[src/rtl/dmem_arbiter.sv]
// dmem_arbiter: shares one data-RAM port between the CPU load/store path
// and a single auxiliary requester. The CPU has priority. A bounded wait
// counter forces the auxiliary request through after MAX_WAIT contended
// cycles, and it stalls the CPU for that one cycle.
// Optional build macro: DMEM_ARB_STATS_EN adds saturating 16-bit counters
// of CPU stall cycles and auxiliary grant cycles.
module dmem_arbiter #(
  parameter int ADDR_W   = 32,
  parameter int DATA_W   = 32,
  parameter int MAX_WAIT = 4
) (
  input  logic              i_clk,
  input  logic              i_rst,
  input  logic              i_cpu_req,
  input  logic              i_cpu_we,
  input  logic [ADDR_W-1:0] i_cpu_addr,
  input  logic [DATA_W-1:0] i_cpu_wdata,
  output logic [DATA_W-1:0] o_cpu_rdata,
  output logic              o_cpu_stall,
  input  logic              i_aux_req,
  input  logic              i_aux_we,
  input  logic [ADDR_W-1:0] i_aux_addr,
  input  logic [DATA_W-1:0] i_aux_wdata,
  output logic              o_aux_gnt,
  output logic              o_aux_rvalid,
  output logic [DATA_W-1:0] o_aux_rdata,
  output logic              o_mem_we,
  output logic [ADDR_W-1:0] o_mem_addr,
  output logic [DATA_W-1:0] o_mem_wdata,
`ifdef DMEM_ARB_STATS_EN
  output logic [15:0]       o_stat_stalls,
  output logic [15:0]       o_stat_aux_grants,
`endif
  input  logic [DATA_W-1:0] i_mem_rdata
);

  localparam int CNT_W = $clog2(MAX_WAIT + 1);
  localparam logic [CNT_W-1:0] LP_MAX = CNT_W'(MAX_WAIT);

  logic [CNT_W-1:0]  r_wait_cnt;
  logic              r_aux_rvalid;
  logic [DATA_W-1:0] r_aux_rdata;
  logic              w_aux_gnt;
  logic              w_forced;

  // Grant: auxiliary wins when the CPU is idle or its wait has hit the bound.
  // Gated by reset so nothing reaches the RAM while the core is held.
  always_comb begin
    w_forced  = (r_wait_cnt == LP_MAX);
    w_aux_gnt = ~i_rst & i_aux_req & (~i_cpu_req | w_forced);
  end

  // Memory port mux and CPU-side outputs.
  always_comb begin
    o_aux_gnt   = w_aux_gnt;
    o_cpu_stall = i_cpu_req & w_aux_gnt;
    o_cpu_rdata = i_mem_rdata;
    if (w_aux_gnt) begin
      o_mem_we    = i_aux_we;
      o_mem_addr  = i_aux_addr;
      o_mem_wdata = i_aux_wdata;
    end else begin
      o_mem_we    = ~i_rst & i_cpu_req & i_cpu_we;
      o_mem_addr  = i_cpu_addr;
      o_mem_wdata = i_cpu_wdata;
    end
  end

  // Wait counter: counts contended cycles of a pending auxiliary request and
  // restarts after every grant, so the CPU owns the next MAX_WAIT cycles.
  always_ff @(posedge i_clk or posedge i_rst) begin
    if (i_rst) begin
      r_wait_cnt <= '0;
    end else if (!i_aux_req || w_aux_gnt) begin
      r_wait_cnt <= '0;
    end else if (r_wait_cnt != LP_MAX) begin
      r_wait_cnt <= r_wait_cnt + 1'b1;
    end
  end

  // Auxiliary read return: one-cycle valid pulse, data held between reads.
  always_ff @(posedge i_clk or posedge i_rst) begin
    if (i_rst) begin
      r_aux_rvalid <= 1'b0;
      r_aux_rdata  <= '0;
    end else begin
      r_aux_rvalid <= w_aux_gnt & ~i_aux_we;
      if (w_aux_gnt && !i_aux_we) begin
        r_aux_rdata <= i_mem_rdata;
      end
    end
  end

  assign o_aux_rvalid = r_aux_rvalid;
  assign o_aux_rdata  = r_aux_rdata;

`ifdef DMEM_ARB_STATS_EN
  logic [15:0] r_stat_stalls;
  logic [15:0] r_stat_aux_grants;

  // Saturating event counters for stall and grant cycles.
  always_ff @(posedge i_clk or posedge i_rst) begin
    if (i_rst) begin
      r_stat_stalls     <= '0;
      r_stat_aux_grants <= '0;
    end else begin
      if (o_cpu_stall && r_stat_stalls != 16'hFFFF) begin
        r_stat_stalls <= r_stat_stalls + 16'd1;
      end
      if (w_aux_gnt && r_stat_aux_grants != 16'hFFFF) begin
        r_stat_aux_grants <= r_stat_aux_grants + 16'd1;
      end
    end
  end

  assign o_stat_stalls     = r_stat_stalls;
  assign o_stat_aux_grants = r_stat_aux_grants;
`endif

endmodule

[config.mk]
export PLATFORM = sky130hd
export DESIGN_NAME = dmem_arbiter
export DESIGN_NICKNAME = d
export VERILOG_FILES = /design/src/rtl/dmem_arbiter.sv
export SDC_FILE = /design/constraint.sdc
export NUM_CORES = 1
export LEC_CHECK = 0
export ABC_AREA = 1
export BUFFER_PORTS_ARGS = -buffer_cell sky130_fd_sc_hd__buf_2
export CAP_MARGIN = 20
export CORE_AREA = 2 2 116 118
export CTS_BUF_LIST = sky130_fd_sc_hd__clkbuf_4 sky130_fd_sc_hd__clkbuf_8
export CTS_CLUSTER_SIZE = 12
export DETAILED_ROUTE_END_ITERATION = 10
export DIE_AREA = 0 0 118 120
export SLEW_MARGIN = 20
export SYNTH_ARGS = -nofsm -noshare
export SYNTH_HDL_FRONTEND = slang
export SYNTH_SLANG_ARGS = --single-unit
[constraint.sdc]
create_clock -name i_clk -period 1.86 [get_ports i_clk]
set_input_delay 0.093 -clock i_clk [delete_from_list [all_inputs] [get_ports i_clk]]
set_output_delay 0.093 -clock i_clk [all_outputs]
set_load 0.02 [all_outputs]
==> out/qor.csv <==
stage,metric,value,unit
yosys,syn_avg_cell_area,6.32,um^2
routing,postRouteAntennaNets,0,
critical_path,timing.rr.end,o_aux_rdata[10],
routing,routed-via-count,3493,
yosys,yosysTopAreaCell,nand2_1,
global_routing,globalRouteOverflowTotal,0,
clock_network,cts_sinks,36,
yosys,synth_top_area_share,0.375,
cells_and_area,ff_latch_area,901,um^2
yosys,synth_mux_area_frac,0,
cells_and_area,nNetsFinal,851,
timing,layout_min_cycle_time,1810,ps
cells_and_area,fillCellCount,1471,
yosys,synth-simple-area-share,0.478,
floorplanning,io_pins,298,
global_routing,antenna_found_initial,0,
yosys,synth_fp_nets,583,
yosys,synth_cells,415,
routing,viasPerCell,4.06,
critical_path,crit_path_end_kind,primary output,
placement,io_buffer_count,297,
run_status,run_status,completed,
timing,hold_violations,0,
yosys,synth_top_family_by_area,simple AND/OR/NAND/NOR gates,
power,power.density,683,nW/um^2
yosys,seq_area_frac_synth,0.343,
yosys,synth_area,2620,um^2
yosys,synth-edff-count,0,
critical_path,reg2reg_depth,10,
routing,remaining_drc_errors,0,
timing,drv_slew,0,
yosys,netlist_top_cells_count,"nand2_1 (262), dfrtp_1 (36), buf_4 (33)",
global_routing,first_global_vias,3132,
clock_network,cts_max_level,2,
yosys,ys_warn_count,0,
min_path,hold_class,input pin to flip-flop,
yosys,synthArstFlopShare,1.00,
critical_path,endpoint,o_mem_addr[10],
floorplanning,chipWidth,118,um
cells_and_area,diodes,0,
cells_and_area,drive_gt1_frac,0.499,
clock_network,clk_path_buf_depth,2,
critical_path,critical_path_class,flip-flop to primary output,
timing,fmax,551,MHz
power,ir_drop,0.000280,V
clock_network,clockRootBuffer,clkbuf_8,
timing,max_slew_margin,0.684,
yosys,ys_ff_latch,36,
routing,firstDrtPassIters,4,
yosys,synth_cell_types,18,
routing,post_drt_wl_per_cell,14.0,um
global_routing,grt_start_max_net_pins,37,
yosys,synth.most_common_cell,nand2_1,
global_routing,track_usage,0.150,
cells_and_area,area_growth,73.1,%
clock_network,clkLatencyLatePin,280,ps
placement,place.gp.congestion,0.806,
placement,dp_hpwl,8580,um
timing,clock_skew,9.15,ps
placement,postPlaceCellArea,4050,um^2
yosys,synth-compound-area-share,0.00191,
critical_path,path_max_fanout,8,
floorplanning,die_y,120,um
critical_path,cp.arrival,1720,ps
critical_path,r2r_slack,140,ps
power,total_power,0.00310,W
floorplanning,core,13000,um^2
timing,hold-worst-slack,68.2,ps
yosys,ys.flop_type,dfrtp_1,
yosys,synthTopCellsByArea,"nand2_1 (37%), dfrtp_1 (34%), buf_4 (9.4%)",
global_routing,grt_pass1_wl,17000,um
timing,fin_crit_sh,0.975,
yosys,yosys.area_share.adder,0.00954,
power,power.leakage,2.85,nW
floorplanning,dieArea,14200,um^2
critical_path,critPathLaunch,r_wait_cnt[1],
clock_network,numCtsBuffers,5,
floorplanning,rows,42,
job,maxCapViolCount,0,
routing,drtIter0Drc,160,
cells_and_area,multi_input_comb_area,1340,um^2
yosys,synthXorXnorAreaFrac,0.00334,
cells_and_area,stdcell_area,4540,um^2
timing,rsz0062_at_grt,yes,
critical_path,r2r_start,r_wait_cnt[1],
timing,finalSetupViolCount,0,
timing,worst_pin_slew,474,ps
routing,drt_wl_total,12000,um
critical_path,worstPathRequired,1770,ps
floorplanning,start_util,0.202,
clock_network,clk_pin_slew_worst_paths,70,ps
clock_network,cts_tree,yes,
critical_path,start_kind,flip-flop,
==> cell families after synthesis <==
group | after synthesis
simple gates | 307
buf+inv | 68
flops | 36
fa+ha+maj | 2
compound gates | 1
xor+xnor | 1
==> metal layers <==
layer | wire, um | GRT usage | vias up
li1 | - | - | 1789
met1 | 5050 | 0.206 | 1538
met2 | 5940 | 0.250 | 164
met3 | 1020 | 0.0285 | 2
met4 | 40 | 0.0233 | 0
met5 | 0 | 0 | -
==> report_power, final <==
part | total [W] | internal (W) | switching (W) | leakage [nW]
combinational | 0.00148 | 0.000573 | 0.000908 | 2.34
clock | 0.000597 | 0.000303 | 0.000294 | 0.0516
sequential | 0.00102 | 0.000941 | 0.0000816 | 0.455
==> through the flow <==
stage               TNS, ps   util  setup WS, ps  std cells
floorplan                 0      -           366        415
global placement          0  0.312           205        840
detailed placement        0  0.312           181        840
CTS                       0  0.332          1.79        854
global route          -1070  0.350         -42.8        860
finish                    0  0.350          46.4        860
==> cell type report <==
cell class / count / share of cell area
clock buffers: 6 / 0.0182
repair buffers: 319 / 0.426
multi-input cells: 311 / 0.295
well taps: 176 / 0.0485
clock inverters: 2 / 0.00303
inverters: 10 / 0.0110
flip-flops and latches: 36 / 0.198
==> worst max-delay path: stages, from the launching register on <==
cell       delay (ps)
dfrtp_1           380
inv_1             110
ha_4              140
nand2_2            60
nand2_4           100
nand2_8            90
buf_12            150
clkbuf_16         160
nand2_1            60
nand2_1            60
buf_6             130
==> cell usage in the layout, fill, tap and decap left out, drive strengths merged <==
cell type / n
o21ai: 1
nand4: 32
ha: 2
nand3: 2
clkbuf: 9
xor2: 1
dlygate4sd3: 1
inv: 10
nand2: 265
buf: 315
clkinv: 2
dfrtp: 36
nor2: 8
==> state kept, by name (all words and copies together), names as in the netlist <==
register	count
o_aux_rdata	32
o_aux_rvalid	1
r_wait_cnt	3
==> how the worst min path moves through the flow <==
stage / startpoint / endpoint / cells past startpoint
after floorplan: i_mem_rdata[18] / o_aux_rdata[18] / 2
after global placement: i_rst / r_wait_cnt[0] / 3
after detailed placement: i_rst / r_wait_cnt[2] / 3
after CTS: i_mem_rdata[15] / o_aux_rdata[15] / 3
after global routing: i_mem_rdata[22] / o_aux_rdata[22] / 3
final: i_mem_rdata[15] / o_aux_rdata[15] / 3
==> repair_timing <==
item / CTS / global route
gates resized for setup: 12 / 42
hold endpoints to repair: 36 / 0
endpoints found under the setup margin: 66 / 65
hold buffers: 1 / 0
pin swaps: 1 / 3
cloned: 4 / 3
buffers inserted: 1 / 3
No activity file was read; power rests on OpenSTA's default activity.
